<file path="src/rtl/find_top_bottom_if.sv">
// Pixel-memory read bus shared by the shape finders.
// Master drives the read address, slave returns pixel data one cycle later.
interface find_top_bottom_if #(
   parameter int addrSz = 12,
   parameter int colSz  = 3
);
   logic [addrSz-1:0] memAddr;
   logic [colSz-1:0]  pixVal;

   modport master (output memAddr, input pixVal);
   modport slave  (input memAddr, output pixVal);
endinterface

</file>
<file path="src/rtl/find_top_bottom.sv">
// Top/bottom finder: raster scan for top row, run midpoint, column walk down.
// Optional macro FTB_GAP_TOLERANCE_EN lets the walk bridge one black pixel.
module find_top_bottom #(
   parameter int xSz       = 6,
   parameter int ySz       = 6,
   parameter int addrSz    = 12,
   parameter int colSz     = 3,
   parameter int X_RES     = 60,
   parameter int Y_RES     = 60,
   parameter int THRESHOLD = 0
) (
   input  logic            clk,
   input  logic            resetn,
   input  logic            start,
   find_top_bottom_if.master mem,
   output logic [ySz-1:0]  mostTop,
   output logic [ySz-1:0]  mostBottom,
   output logic [xSz-1:0]  midPix,
   output logic            TopandBottomFound,
   output logic            notFound,
   output logic            busy
);

   typedef enum logic [3:0] {
      IDLE, RS_ADDR, RS_CHECK, RW_ADDR, RW_CHECK,
      CD_ADDR, CD_CHECK, DONE, NONE
   } state_t;

   state_t         r_state;
   logic [xSz-1:0] r_x;
   logic [ySz-1:0] r_y;
   logic [xSz-1:0] r_xFirst;
`ifdef FTB_GAP_TOLERANCE_EN
   logic           r_gap;
`endif

   logic           w_hit;
   logic           w_xEnd;
   logic           w_yEnd;
   logic           w_enterCd;
   logic [xSz-1:0] w_cdFirst;
   logic [xSz-1:0] w_cdLast;
   logic [xSz:0]   w_sum;
   logic [xSz-1:0] w_mid;

   function automatic logic [addrSz-1:0] f_addr(
      input logic [xSz-1:0] x,
      input logic [ySz-1:0] y
   );
      return addrSz'(y) * addrSz'(X_RES) + addrSz'(x);
   endfunction

   assign w_hit  = (mem.pixVal != colSz'(THRESHOLD));
   assign w_xEnd = (r_x == xSz'(X_RES - 1));
   assign w_yEnd = (r_y == ySz'(Y_RES - 1));

   // Leaving the top-row scan: run ends at image edge or at first black.
   assign w_enterCd =
      ((r_state == RS_CHECK) && w_hit && w_xEnd) ||
      ((r_state == RW_CHECK) && (!w_hit || w_xEnd));

   // A run that ends in RS_CHECK is one pixel wide, so xFirst is still r_x.
   assign w_cdFirst = (r_state == RS_CHECK) ? r_x : r_xFirst;
   assign w_cdLast  = (r_state == RW_CHECK && !w_hit) ? r_x - 1'b1 : r_x;
   assign w_sum     = {1'b0, w_cdFirst} + {1'b0, w_cdLast};
   assign w_mid     = w_sum[xSz:1];

   // Search FSM; all outputs, including the pulses, are registered here.
   always_ff @(posedge clk or negedge resetn) begin
      if (!resetn) begin
         r_state           <= IDLE;
         r_x               <= '0;
         r_y               <= '0;
         r_xFirst          <= '0;
`ifdef FTB_GAP_TOLERANCE_EN
         r_gap             <= 1'b0;
`endif
         mem.memAddr       <= '0;
         mostTop           <= '0;
         mostBottom        <= '0;
         midPix            <= '0;
         TopandBottomFound <= 1'b0;
         notFound          <= 1'b0;
         busy              <= 1'b0;
      end else begin
         TopandBottomFound <= 1'b0;
         notFound          <= 1'b0;
         if (w_enterCd) begin
            if (r_state == RS_CHECK) begin
               r_xFirst <= r_x;
               mostTop  <= r_y;
            end
            midPix     <= w_mid;
            mostBottom <= r_y;
`ifdef FTB_GAP_TOLERANCE_EN
            r_gap      <= 1'b0;
`endif
            if (w_yEnd) begin
               TopandBottomFound <= 1'b1;
               r_state           <= DONE;
            end else begin
               r_x         <= w_mid;
               r_y         <= r_y + 1'b1;
               mem.memAddr <= f_addr(w_mid, r_y + 1'b1);
               r_state     <= CD_ADDR;
            end
         end else begin
            unique case (r_state)
               IDLE: begin
                  if (start) begin
                     r_x         <= '0;
                     r_y         <= '0;
                     mem.memAddr <= '0;
                     busy        <= 1'b1;
                     r_state     <= RS_ADDR;
                  end
               end
               RS_ADDR: r_state <= RS_CHECK;
               RS_CHECK: begin
                  if (w_hit) begin
                     r_xFirst    <= r_x;
                     mostTop     <= r_y;
                     r_x         <= r_x + 1'b1;
                     mem.memAddr <= f_addr(r_x + 1'b1, r_y);
                     r_state     <= RW_ADDR;
                  end else if (w_xEnd && w_yEnd) begin
                     notFound <= 1'b1;
                     r_state  <= NONE;
                  end else if (w_xEnd) begin
                     r_x         <= '0;
                     r_y         <= r_y + 1'b1;
                     mem.memAddr <= f_addr('0, r_y + 1'b1);
                     r_state     <= RS_ADDR;
                  end else begin
                     r_x         <= r_x + 1'b1;
                     mem.memAddr <= f_addr(r_x + 1'b1, r_y);
                     r_state     <= RS_ADDR;
                  end
               end
               RW_ADDR: r_state <= RW_CHECK;
               RW_CHECK: begin
                  r_x         <= r_x + 1'b1;
                  mem.memAddr <= f_addr(r_x + 1'b1, r_y);
                  r_state     <= RW_ADDR;
               end
               CD_ADDR: r_state <= CD_CHECK;
               CD_CHECK: begin
                  if (w_hit) begin
                     mostBottom <= r_y;
`ifdef FTB_GAP_TOLERANCE_EN
                     r_gap      <= 1'b0;
`endif
                  end
`ifdef FTB_GAP_TOLERANCE_EN
                  if (!w_yEnd && (w_hit || !r_gap)) begin
                     if (!w_hit) r_gap <= 1'b1;
`else
                  if (!w_yEnd && w_hit) begin
`endif
                     r_y         <= r_y + 1'b1;
                     mem.memAddr <= f_addr(r_x, r_y + 1'b1);
                     r_state     <= CD_ADDR;
                  end else begin
                     TopandBottomFound <= 1'b1;
                     r_state           <= DONE;
                  end
               end
               DONE, NONE: begin
                  busy    <= 1'b0;
                  r_state <= IDLE;
               end
               default: r_state <= IDLE;
            endcase
         end
      end
   end

endmodule

</file>
<file path="src/flat_wrapper.sv">
// flat-port wrapper written by rule: the top's interface ports become plain ports
module find_top_bottom_flat 
#(
   parameter int xSz       = 6,
   parameter int ySz       = 6,
   parameter int addrSz    = 12,
   parameter int colSz     = 3,
   parameter int X_RES     = 60,
   parameter int Y_RES     = 60,
   parameter int THRESHOLD = 0
)
  (clk, resetn, start, mostTop, mostBottom, midPix, TopandBottomFound, notFound, busy, mem_memAddr, mem_pixVal);
  find_top_bottom_if #(.addrSz(addrSz), .colSz(colSz)) mem_i ();
  input  logic clk;
  input  logic resetn;
  input  logic start;
  output logic [ySz-1:0] mostTop;
  output logic [ySz-1:0] mostBottom;
  output logic [xSz-1:0] midPix;
  output logic TopandBottomFound;
  output logic notFound;
  output logic busy;
  output wire logic [$bits(mem_i.memAddr)-1:0] mem_memAddr;
  input wire logic [$bits(mem_i.pixVal)-1:0] mem_pixVal;
  assign mem_memAddr = mem_i.memAddr;
  assign mem_i.pixVal = mem_pixVal;
  find_top_bottom #(.xSz(xSz), .ySz(ySz), .addrSz(addrSz), .colSz(colSz), .X_RES(X_RES), .Y_RES(Y_RES), .THRESHOLD(THRESHOLD)) u_core (.clk(clk), .resetn(resetn), .start(start), .mem(mem_i), .mostTop(mostTop), .mostBottom(mostBottom), .midPix(midPix), .TopandBottomFound(TopandBottomFound), .notFound(notFound), .busy(busy));
endmodule
</file>
<file path="config.mk">
export PLATFORM = sky130hd
export DESIGN_NAME = find_top_bottom_flat
export DESIGN_NICKNAME = d
export VERILOG_FILES = /design/src/rtl/find_top_bottom_if.sv /design/src/rtl/find_top_bottom.sv /design/src/flat_wrapper.sv
export SDC_FILE = /design/constraint.sdc
export NUM_CORES = 1
export LEC_CHECK = 0
export BUFFER_PORTS_ARGS = -buffer_cell sky130_fd_sc_hd__clkbuf_2
export CAP_MARGIN = 20
export CORE_ASPECT_RATIO = 1.2
export CORE_UTILIZATION = 60
export CTS_BUF_LIST = sky130_fd_sc_hd__clkbuf_8
export DETAILED_ROUTE_END_ITERATION = 10
export GPL_TIMING_DRIVEN = 0
export HOLD_SLACK_MARGIN = 0.05
export MAX_ROUTING_LAYER = met4
export PLACE_DENSITY = 0.8
export SYNTH_ARGS = -nofsm -noshare
export SYNTH_HDL_FRONTEND = slang
export SYNTH_SLANG_ARGS = --single-unit
</file>
<file path="constraint.sdc">
create_clock -name clk -period 7.7 [get_ports clk]
set_input_delay 2.31 -clock clk [delete_from_list [all_inputs] [get_ports clk]]
set_output_delay 2.31 -clock clk [all_outputs]
set_load 0.005 [all_outputs]
</file>
== After elaboration in Yosys (flattened, before gate mapping) ==
Cells that the tools add are included.
W data, S select, Z words.

* Add/sub/neg operators: 7
* Multiply operators: 2
* Divide/modulo/power cells: 0
* $lt $le $gt $ge: 0
* Equality and inequality tests: 18
* Shifts and indexed selects: 0
* Multiplexer cells: 50
* Bitwise gates (word level): 1
* Reduce and logical (&&, ||, !) cells: 27

{| class="wikitable"
|+ Operator list
! kind !! number
|-
| $mux W6 || 23
|-
| $mux W12 || 7
|-
| $pmux W12 S4 || 1
|-
| $add A12 B6 Y12 || 3
|-
| $pmux W6 S3 || 2
|-
| $pmux W4 S7 || 1
|-
| $mul A6 B4 Y10 const B || 2
|-
| $eq A4 B3 Y1 const B || 4
|-
| $mux W4 || 4
|-
| $add A6 B1 Y6 const B || 2
|-
| $eq A6 B6 Y1 const B || 2
|-
| $mux W1 || 9
|-
| $eq A4 B2 Y1 const B || 2
|-
| $reduce_bool A2 Y1 || 4
|-
| $reduce_bool A4 Y1 || 2
|-
| $add A6 B6 Y7 || 1
|-
| $reduce_and A7 Y1 || 1
|-
| $logic_and A1 B1 Y1 || 6
|-
| $ne A3 B1 Y1 const B || 2
|-
| $ne A3 B2 Y1 const B || 2
|-
| $reduce_and A2 Y1 || 3
|-
| $sub A6 B1 Y6 const B || 1
|-
| $reduce_and A5 Y1 || 1
|-
| $reduce_bool A5 Y1 || 1
|-
| 15 further kinds || 19
|}

* Register bits after elaboration: 55
* Latch bits: 0
* RAM bits: 0
* Bits in read-only memories: 0
* Output and inout bits: 33
* Word-level logic and storage cells: 116
* Memories kept: 0

== Logic depth before layout (Yosys ltp) ==
Gate-level depths: netlist (run 1).

* Depth in word-level cells: 8
* Depth in mapped cells: 19

== Least setup slack after synthesis (run 1) ==
No wires, ideal clock.

* Kind: input-to-reg
* Start: in mem_pixVal[1]
* End: reg u_core.mem.memAddr[11]
* Arrival: 5.515 ns
* Required time: 7.562 ns
* Setup slack: 2.047 ns
* Cell stages on the path: 17
* Path through: or3_1 -> buf_6 -> o221ai_2 -> nand2_1 -> fa_1 -> a21o_1 -> a21oi_1 -> xnor2_1 -> ha_1 -> a21o_1 -> a21oi_1 -> nor2b_1 -> o21ai_0 -> o2bb2ai_1 -> a31oi_1 -> a21o_1 -> a31oi_1

* Cells in the longest elaborated chain, start to end: 8
* Elaborated cells on any way between the ends: 22
* Those cells by class: add/sub (2); eq/ne (4); mux (5); reduce/logical (11)

{| class="wikitable"
|+ Ends and longest elaborated chain
! item !! line !! RTL
|-
| start: declaration || flat_wrapper.sv:24 || <nowiki>input wire logic [$bits(mem_i.pixVal)-1:0] mem_pixVal;</nowiki>
|-
| $reduce_bool A3 Y1 || find_top_bottom.sv:53 || <nowiki>assign w_hit = (mem.pixVal != colSz'(THRESHOLD));</nowiki>
|-
| $logic_not A1 Y1 || find_top_bottom.sv:64 || <nowiki>assign w_cdLast = (r_state == RW_CHECK && !w_hit) ? r_x - 1'b1 : r_x;</nowiki>
|-
| $logic_and A1 B1 Y1 || find_top_bottom.sv:64 ||
|-
| $mux W6 || find_top_bottom.sv:64 ||
|-
| $add A6 B6 Y7 || find_top_bottom.sv:65 || <nowiki>assign w_sum = {1'b0, w_cdFirst} + {1'b0, w_cdLast};</nowiki>
|-
| via u_core.w_sum[4] || find_top_bottom.sv:43 || <nowiki>logic [xSz:0] w_sum;</nowiki>
|-
| $add A12 B6 Y12 || find_top_bottom.sv:50 || <nowiki>return addrSz'(y) * addrSz'(X_RES) + addrSz'(x);</nowiki>
|-
| $mux W12 || find_top_bottom.sv:98 || <nowiki>if (w_yEnd) begin</nowiki>
|-
| $mux W12 || find_top_bottom.sv:88 || <nowiki>if (w_enterCd) begin</nowiki>
|-
| end signal: assignment || find_top_bottom.sv:104 || <nowiki>mem.memAddr <= f_addr(w_mid, r_y + 1'b1);</nowiki>
|-
| end signal: assignment || find_top_bottom.sv:124 || <nowiki>mem.memAddr <= f_addr(r_x + 1'b1, r_y);</nowiki>
|-
| end signal: assignment || find_top_bottom.sv:132 || <nowiki>mem.memAddr <= f_addr('0, r_y + 1'b1);</nowiki>
|-
| end: declaration || find_top_bottom_if.sv:10 || <nowiki>modport master (output memAddr, input pixVal);</nowiki>
|}

The timed path passes the listed nets, and every way through them passes these cells. The select of a mux whose other input is x is not followed.
A chain may end at the register's enable or synchronous reset.

== Worst setup path after layout (run 1) ==
Ends and elaborated chain as after synthesis.

==> results.py, run 1 <==
metrics = {
    "outcome": {
        "status": "completed",
    },
    "yosys": {
        "ys_ff_latch": 55,
        "synth_nets": 676,
        "synth_cell_type_count": 70,
        "syn_area_mm2": 0.00515,
        "avgSynthCellArea_um2": 8.51,
        "yosys_warnings": 0,
        "synth_area_leader_cell": "dfrtp_1",
        "yosysTopAreaCellShare_pct": 26.7,
        "synth_area_leaders": "dfrtp_1 27%, ha_1 12%, xnor2_1 6.1%, fa_1 5.8%, nand2_1 5.3%",
        "ys.flop_type": "dfrtp_1",
        "netlist_instances": 606,
        "synth_edf_count": 0,
        "synth_seq_area_share_pct": 26.7,
        "async_flop_share_pct": 100,
    },
    "cells_and_area": {
        "diodes": 0,
        "final_common_cell": "nand2_1",
        "layout_common_cells": "73 x nand2_1, 55 x dfrtp_1, 52 x nor2_1",
        "nets": 722,
        "post-route-cell-area_mm2": 0.00559,
        "drive_gt1_share_pct": 12.6,
        "area_growth_pct": 8.50,
    },
    "sta": {
        "clock_skew_ns": 0.0122,
        "final.setup.tns_ns": 0,
        "grt_setup_unrepaired": "no",
        "setup_viol": 0,
        "slew_violations": 0,
        "fmax_mhz": 157,
        "min_period_ns": 6.38,
        "layout_setup_ws_ns": 1.32,
        "min_period_over_period_pct": 82.9,
        "hold_violations": 0,
        "slew_headroom_pct": 38.7,
        "tightest_slew_ns": 0.910,
    },
    "placed_design": {
        "dp_hpwl_um": 10200,
        "gp_congestion": 0.993,
        "port_buffers": 38,
        "pre_cts_ws_ns": 1.21,
        "placed_area_mm2": 0.00551,
    },
    "floorplanning": {
        "die_area_mm2": 0.00897,
        "pin_count": 39,
        "start_util_pct": 62.5,
        "core_area_mm2": 0.00824,
        "die_y_um": 104,
        "chipWidth_um": 86.6,
        "rows": 36,
    },
    "setup_path": {
        "path_cells": "clkbuf_2 > nor3_2 > nand2_1 > nand2_1 > o21ai_0 > fa_1 > a21o_1 > a21oi_1 > xnor2_1 > ha_1 > a21o_1 > a21oi_1 > nor2b_1 > o21ai_0 > o2bb2ai_1 > a31oi_1 > a21o_1 > a31oi_1",
        "crit_cells": 18,
        "crit_fanout": 7,
        "startpoint": "mem_pixVal[1]",
        "crit_family": "compound AO/OA/AOI/OAI gates",
        "cp_slowest_stage_delay_ns": 0.53,
        "arrival_ns": 6.57,
        "r2r_setup_slack_ns": 2.71,
        "required_ns": 7.89,
        "end_kind": "flop",
        "critPathKind": "input pin to flop",
        "crit_top_cell": "a21o_1",
        "r2r_end": "u_core.mem.memAddr[11]$_DFFE_PN0P_",
        "r2r_start": "u_core.r_y[0]$_DFFE_PN0P_",
        "path_buf_inv": 1,
        "setup.worst_path.end": "u_core.mem.memAddr[11]$_DFFE_PN0P_",
        "r2r_cells": 15,
        "worst_setup_path_start_kind": "input pin",
        "critical_path.slowest_cell": "nor3_2",
    },
    "global_routing": {
        "grt_max_degree": 32,
        "grt_usage_pct": 32.0,
        "grt_overflow_total": 0,
        "antenna_found_initial": 0,
        "grt_pass1_vias": 4666,
        "grt_pass1_wl_um": 22000,
    },
    "detailed_routing": {
        "ant_nets": 0,
        "drt-wirelength-per-cell_um": 16.9,
        "vias": 4748,
        "viasPerCell": 6.19,
        "drt_iter0_drc": 296,
        "wl_um": 13000,
        "drcViolationCount": 0,
        "first_pass_iters": 5,
    },
    "power": {
        "powerDensity_mw_per_mm2": 414,
        "ir_drop_uv": 186,
        "leakagePower_nw": 2.65,
    },
    "clock_tree": {
        "cts_resized": 0,
        "cts_setup_buffers": 0,
        "cts_buffers": 5,
        "clkSinkCount": 55,
        "cts_hold_buf": 0,
        "htreeDepth": 2,
        "insertion_delay_ns": 0.33,
        "cts_tree": "done",
        "cts_buffer_depth": 2,
        "path_clk_slew_ns": 0.10,
        "ctsRootBufferMaster": "clkbuf_8",
    },
    "min_path": {
        "hold_class": "flop to flop",
    },
    "job": {
        "max_cap_viol_count": 0,
    },
}
sequential cells by signal, summed over array words and instances, names as in the netlist:
name,cells
u_core.TopandBottomFound,1
u_core.busy,1
u_core.mem.memAddr,12
u_core.midPix,6
u_core.mostBottom,6
u_core.mostTop,6
u_core.notFound,1
u_core.r_state,4
u_core.r_x,6
u_core.r_xFirst,6
u_core.r_y,6
layout make-up:
class	count	area, um2
buffer	26	129
clock buffer	5	68.8
clock inverter	3	16.3
fill	715	2650
inverter	33	124
multi-input combinational	492	3530
sequential	55	1380
tap	114	143
timing repair buffer	39	210
cell families after synthesis:
group	synth area share [%]
muxes	1.43
adders and majority gates	17.9
DFF	26.7
xor gates and xnor gates	8.98
and+or+nand+nor	20.1
AOI/OAI and AO/OA	20.0
buffers and inverters	4.90
layer usage:
| layer | vias to the layer above | wire length, um | track usage [%] | part of all wire, % |
|---|---|---|---|---|
| met3 | 56 | 633 | 3.51 | 4.9 |
| met4 | 0 | 758 | 20.6 | 5.8 |
| met5 | - | 0 | - | 0 |
| met1 | 2288 | 5090 | 37.1 | 39 |
| li1 | 2222 | - | - | - |
| met2 | 182 | 6510 | 52.1 | 50 |
power by group:
group          total, mW  switching, mW  internal, mW  leakage [nW]
clock network      0.163          0.101        0.0626        0.0453
logic               1.69           1.01         0.675          1.88
registers          0.461         0.0768         0.384         0.721
worst min-delay path: stages (launching register included):
cell and delay [ns]:
dfrtp_1 0.35, nand2_1 0.05, nand2_1 0.05
through the flow:
step | hold WS [ns] | utilization (%) | instances | power [mW]
2_1_floorplan | 0.450 | - | 606 | 1.69
3_3_place_gp | 0.461 | 66.6 | 758 | 2.02
3_5_place_dp | 0.463 | 66.8 | 759 | 2.10
4_1_cts | 0.487 | 67.9 | 767 | 2.28
5_1_grt | 0.510 | 67.9 | 767 | 2.50
6_report | 0.482 | 67.9 | 767 | 2.31
Yosys cell counts (3+ instances only):
cell,number
ha_1,49
xnor2_1,36
o22ai_1,3
nor3b_1,3
o221ai_1,3
buf_2,10
nand2_1,73
fa_1,15
a21oi_1,36
nor3_2,3
nor4_1,4
or2_2,3
mux2i_1,4
and3_1,4
nor2b_1,8
mux2_2,3
o21ai_0,37
a211oi_1,6
inv_1,33
xor2_1,15
a21o_1,15
clkbuf_1,12
nand4_1,5
or4_1,3
a22oi_1,4
a31oi_1,9
o21a_1,8
a221oi_1,3
nand2b_1,6
and2_1,3
buf_4,3
o21ai_1,10
nor3_1,10
dfrtp_1,55
o211ai_1,5
nor2_1,52
nand3_1,15
worst min-delay path by stage:
stage | to | startpoint | cells past startpoint | slack, ns
after floorplan | u_core.r_xFirst[1]$_DFFE_PN0P_ | u_core.r_xFirst[1]$_DFFE_PN0P_ | 2 | 0.45
after global placement | u_core.midPix[5]$_DFFE_PN0N_ | u_core.midPix[5]$_DFFE_PN0N_ | 2 | 0.46
after detailed placement | u_core.midPix[5]$_DFFE_PN0N_ | u_core.midPix[5]$_DFFE_PN0N_ | 2 | 0.46
after CTS | u_core.midPix[5]$_DFFE_PN0N_ | u_core.midPix[5]$_DFFE_PN0N_ | 2 | 0.49
after global routing | u_core.midPix[5]$_DFFE_PN0N_ | u_core.midPix[5]$_DFFE_PN0N_ | 2 | 0.51
final | u_core.midPix[0]$_DFFE_PN0N_ | u_core.midPix[0]$_DFFE_PN0N_ | 2 | 0.48
(Power assumes the default switching activity.)
==> run 2: changes to the inputs <==
- clock period: 7.7 -> 6.1 ns (I/O delays scaled with it)
==> results.py, run 2 (synthesis gave the netlist of run 1 again) <==
metrics = {
    "sta": {
        "tightest_slew_ns": 0.910,
        "holdWs_ns": 0.482,
        "min_period_over_period_pct": 93.6,
        "slew_violations": 0,
        "grt_setup_unrepaired": "no",
        "min_period_ns": 5.71,
        "final.setup.tns_ns": 0,
        "fmax_mhz": 175,
        "layout_setup_ws_ns": 0.389,
        "setup_viol": 0,
        "clock_skew_ns": 0.0120,
        "slew_headroom_pct": 38.7,
        "hold_violations": 0,
    },
    "cells_and_area": {
        "diodes": 0,
        "fin_util_pct": 67.9,
        "nets": 722,
        "final.fill_count": 716,
        "final_common_cell": "nand2_1",
        "area_growth_pct": 8.62,
        "post-route-cell-area_mm2": 0.00560,
        "layout_common_cells": "73 x nand2_1, 55 x dfrtp_1, 52 x nor2_1",
        "drive_gt1_share_pct": 12.6,
        "top_register": "u_core.mem.memAddr",
        "largest_reg_flops": 12,
        "stdcell_count": 767,
    },
    "job": {
        "max_cap_viol_count": 0,
    },
    "placed_design": {
        "pre_cts_ws_ns": 0.0870,
        "gp_congestion": 0.993,
        "dp_hpwl_um": 10200,
        "place_inst": 759,
        "placed_area_mm2": 0.00551,
        "port_buffers": 38,
    },
    "power": {
        "total_power_mw": 2.92,
        "powerDensity_mw_per_mm2": 521,
        "leakagePower_nw": 2.65,
        "ir_drop_uv": 234,
    },
    "setup_path": {
        "r2r_setup_slack_ns": 1.10,
        "path_cells": "clkbuf_2 > nor3_4 > nand2_1 > nand2_1 > o21ai_0 > fa_1 > a21o_1 > a21oi_1 > xnor2_1 > ha_1 > a21o_1 > a21oi_1 > nor2b_1 > o21ai_0 > o2bb2ai_1 > a31oi_1 > a21o_1 > a31oi_1",
        "critical_path.slowest_cell": "fa_1",
        "cp_slowest_stage_delay_ns": 0.50,
        "r2r_end": "u_core.mem.memAddr[11]$_DFFE_PN0P_",
        "end_kind": "flop",
        "crit_top_cell": "a21o_1",
        "arrival_ns": 5.90,
        "r2r_start": "u_core.r_y[0]$_DFFE_PN0P_",
        "path_buf_inv": 1,
        "crit_family": "compound AO/OA/AOI/OAI gates",
        "critPathKind": "input pin to flop",
        "required_ns": 6.29,
        "r2r_cells": 15,
        "crit_fanout": 7,
        "worst_setup_path_start_kind": "input pin",
    },
    "floorplanning": {
        "die_y_um": 104,
        "die_area_mm2": 0.00897,
        "start_util_pct": 62.5,
        "rows": 36,
        "pin_count": 39,
        "chipWidth_um": 86.6,
        "core_area_mm2": 0.00824,
    },
    "min_path": {
        "hold-path-endpoint": "u_core.midPix[0]$_DFFE_PN0N_",
        "holdCritStartpoint": "u_core.midPix[0]$_DFFE_PN0N_",
        "holdPathStages": 2,
        "hold_class": "flop to flop",
    },
    "detailed_routing": {
        "drt_iter0_drc": 292,
        "drcViolationCount": 0,
        "viasPerCell": 6.17,
        "ant_nets": 0,
        "wl_um": 13000,
        "first_pass_iters": 5,
        "vias": 4736,
        "drt-wirelength-per-cell_um": 16.9,
    },
    "global_routing": {
        "grt_pass1_wl_um": 22000,
        "grt_overflow_total": 0,
        "grt_max_degree": 32,
        "grt_usage_pct": 32.0,
        "grt_pass1_vias": 4666,
        "antenna_found_initial": 0,
    },
    "clock_tree": {
        "cts_tree": "done",
        "clkSinkCount": 55,
        "htreeDepth": 2,
        "cts_buffers": 5,
        "insertion_delay_ns": 0.33,
        "cts_hold_buf": 0,
        "cts_buffer_depth": 2,
        "ctsRootBufferMaster": "clkbuf_8",
        "path_clk_slew_ns": 0.10,
        "cts_setup_buffers": 0,
    },
    "outcome": {
        "status": "completed",
    },
}
## run 2: cell count changes in the layout (fill, tap and decap cells not counted)
cell	delta
nor3_2	-1
nor3_4	+1
## run 2: where the power goes
group | internal [mW] | switching, mW | total, mW
clock | 0.0790 | 0.126 | 0.205
combinational | 0.853 | 1.28 | 2.13
sequential | 0.485 | 0.0970 | 0.582
## run 2: final cells by class
class	instances	area, um2	share of cell area [%]
sequential	55	1380	24.6
timing repair buffer	39	210	3.75
tap	114	143	2.55
clock buffer	5	68.8	1.23
clock inverter	3	16.3	0.291
multi-input combinational	492	3530	63.1
inverter	33	124	2.21
buffer	26	129	2.30
## run 2: worst reg2reg max path: stages, from the launching register on
cell	delay, ns
dfrtp_1	0.62
inv_1	0.29
ha_1	0.44
xnor2_1	0.52
xnor2_1	0.13
ha_1	0.38
xnor2_1	0.28
ha_1	0.30
a211oi_1	0.35
o21ai_1	0.15
a21o_1	0.18
a21o_1	0.22
mux2i_1	0.13
or4_1	0.53
a31oi_1	0.24
a31oi_1	0.12
## run 2: per-layer routing
metal	track usage, %	up-vias	part of all wire [%]
met5	-	-	0
met4	20.6	0	5.9
met3	3.51	58	4.4
met2	52.1	178	50
met1	37.1	2278	39
li1	-	2222	-
## run 2: timing repair
action,4_1_cts,5_1_grt
gates resized for setup,0,1
setup endpoints to repair,0,1
hold endpoints to repair,0,0
## run 2: how the worst max path moves through the flow
stage / from / end / slack, ns / depth (start not counted)
after global placement: mem_pixVal[1] / u_core.mem.memAddr[9]$_DFFE_PN0P_ / 0.23 / 18
after detailed placement: mem_pixVal[1] / u_core.mem.memAddr[11]$_DFFE_PN0P_ / 0.09 / 18
after CTS: mem_pixVal[1] / u_core.mem.memAddr[11]$_DFFE_PN0P_ / 0.34 / 18
final: mem_pixVal[1] / u_core.mem.memAddr[11]$_DFFE_PN0P_ / 0.39 / 18
after floorplan: mem_pixVal[1] / u_core.mem.memAddr[11]$_DFFE_PN0P_ / 0.93 / 17
after global routing: mem_pixVal[1] / u_core.mem.memAddr[9]$_DFFE_PN0P_ / 0.16 / 18
==> run 3: changes to the inputs <==
- clock period: 6.1 -> 5.5 ns (I/O delays scaled with it)
==> results.py, run 3 (synthesis gave the netlist of run 1 again) <==
metrics = {
    "outcome": {
        "status": "completed",
    },
    "global_routing": {
        "grt_usage_pct": 32.0,
        "grt_overflow_total": 0,
        "grt_pass1_wl_um": 22000,
        "grt_pass1_vias": 4666,
        "antenna_found_initial": 0,
        "grt_max_degree": 32,
    },
    "sta": {
        "grt_setup_unrepaired": "no",
        "clock_skew_ns": 0.00926,
        "setup_viol": 0,
        "min_period_over_period_pct": 95.5,
        "tightest_slew_ns": 0.937,
        "slew_violations": 0,
        "min_period_ns": 5.25,
        "hold_violations": 0,
        "fmax_mhz": 190,
        "slew_headroom_pct": 36.8,
    },
    "clock_tree": {
        "cts_buffers": 5,
        "cts_hold_buf": 0,
        "cts_buffer_depth": 2,
        "ctsRootBufferMaster": "clkbuf_8",
        "path_clk_slew_ns": 0.10,
        "cts_tree": "done",
        "htreeDepth": 2,
        "cts_resized": 1,
        "clkSinkCount": 55,
        "cts_setup_buffers": 0,
        "insertion_delay_ns": 0.32,
    },
    "power": {
        "ir_drop_uv": 265,
        "switching_share_pct": 51.4,
        "switchingPower_mw": 1.67,
        "total_power_mw": 3.25,
        "p_int_mw": 1.58,
        "p_clk_share_pct": 7.0,
        "p_seq_share_pct": 19.9,
        "powerDensity_mw_per_mm2": 580,
        "power_frac_comb_pct": 73.1,
        "leakagePower_nw": 2.65,
    },
    "setup_path": {
        "path_cells": "clkbuf_2 > or3_1 > buf_6 > nor2_1 > nand2_1 > xnor2_1 > ha_1 > nor2_1 > a311oi_2 > a21o_1 > a21oi_1 > xnor2_1 > ha_1 > a21oi_1 > nor2b_1 > o21ai_1 > o2bb2ai_1 > a31oi_1 > a21o_1 > a31oi_1",
        "r2r_end": "u_core.mem.memAddr[11]$_DFFE_PN0P_",
        "arrival_ns": 5.44,
        "cp_slowest_stage_delay_ns": 0.39,
        "critPathKind": "input pin to flop",
        "r2r_cells": 15,
        "crit_family": "compound AO/OA/AOI/OAI gates",
        "crit_cells": 20,
        "critical_path.slowest_cell": "xnor2_1",
        "required_ns": 5.69,
        "worst_setup_path_start_kind": "input pin",
        "end_kind": "flop",
        "path_buf_inv": 2,
        "r2r_start": "u_core.r_y[0]$_DFFE_PN0P_",
        "r2r_setup_slack_ns": 0.48,
        "crit_fanout": 9,
    },
    "cells_and_area": {
        "multi_input_area_mm2": 0.00354,
        "drive_gt1_share_pct": 12.7,
        "top_register": "u_core.mem.memAddr",
        "fin_util_pct": 68.0,
        "final_common_cell": "nand2_1",
        "largest_reg_flops": 12,
        "nets": 722,
        "area_growth_pct": 8.76,
        "final.fill_count": 713,
        "layout_common_cells": "73 x nand2_1, 55 x dfrtp_1, 52 x nor2_1",
        "diodes": 0,
        "seqCellArea_mm2": 0.00138,
    },
    "floorplanning": {
        "chipWidth_um": 86.6,
        "rows": 36,
        "core_area_mm2": 0.00824,
        "pin_count": 39,
        "die_area_mm2": 0.00897,
        "start_util_pct": 62.5,
        "die_y_um": 104,
    },
    "detailed_routing": {
        "first_pass_iters": 5,
        "drcViolationCount": 0,
        "vias": 4728,
        "wl_um": 13000,
        "ant_nets": 0,
        "viasPerCell": 6.16,
        "drt-wirelength-per-cell_um": 17.0,
        "drt_iter0_drc": 297,
    },
    "min_path": {
        "hold-path-endpoint": "u_core.midPix[5]$_DFFE_PN0N_",
        "holdCritStartpoint": "u_core.midPix[5]$_DFFE_PN0N_",
        "hold_class": "flop to flop",
        "holdPathStages": 2,
    },
    "job": {
        "max_cap_viol_count": 0,
    },
    "placed_design": {
        "gp_congestion": 0.993,
        "port_buffers": 38,
        "dp_hpwl_um": 10200,
    },
}
run 3: stage by stage:
stage               instance area (um2)  worst slack, ns  setup TNS, ns  hold slack, ns  std cells
finish                             5610            0.250              0           0.483        767
global route                       5610           0.0757              0           0.510        767
detailed placement                 5510           -0.333          -1.11           0.463        759
CTS                                5600           0.0830              0           0.487        767
global placement                   5490           -0.189         -0.493           0.461        758
floorplan                          5150            0.507              0           0.450        606
run 3: worst max-delay path by stage:
stage                             start                                  to  slack [ns]
after floorplan           mem_pixVal[1]  u_core.mem.memAddr[11]$_DFFE_PN0P_        0.51
after global placement    mem_pixVal[1]   u_core.mem.memAddr[9]$_DFFE_PN0P_       -0.19
after detailed placement  mem_pixVal[1]  u_core.mem.memAddr[11]$_DFFE_PN0P_       -0.33
after CTS                 mem_pixVal[1]  u_core.mem.memAddr[11]$_DFFE_PN0P_        0.08
after global routing      mem_pixVal[1]   u_core.mem.memAddr[9]$_DFFE_PN0P_        0.08
final                     mem_pixVal[1]  u_core.mem.memAddr[11]$_DFFE_PN0P_        0.25
run 3: layout make-up:
cell class	count	share of cell area (%)
Sequential cell	55	24.5
Inverter	33	2.21
Clock inverter	3	0.290
Multi-Input combinational cell	492	63.1
Buffer	26	2.30
Clock buffer	5	1.23
Timing Repair Buffer	39	3.75
Tap cell	114	2.54
run 3: power groups by stage:
stage          Combinational (mW)  Clock [mW]  Sequential, mW
3_3_place_gp                 2.18           0           0.647
5_1_grt                      2.61       0.248           0.662
6_report                     2.38       0.227           0.646
4_1_cts                      2.32       0.229           0.645
2_1_floorplan                1.73           0           0.639
3_5_place_dp                 2.28           0           0.654
run 3: tightest hold or removal path, cell delays in order (launching register included):
cell and delay, ns:
dfrtp_1 0.36, nand2_1 0.05, nand2_1 0.05
run 3: routing by layer:
metal / wire length (um) / vias up / GRT usage (%)
met3: 490 / 57 / 3.51
met2: 6510 / 160 / 52.1
li1: - / 2224 / -
met1: 5250 / 2287 / 37.1
met5: 0 / - / -
met4: 754 / 0 / 20.6
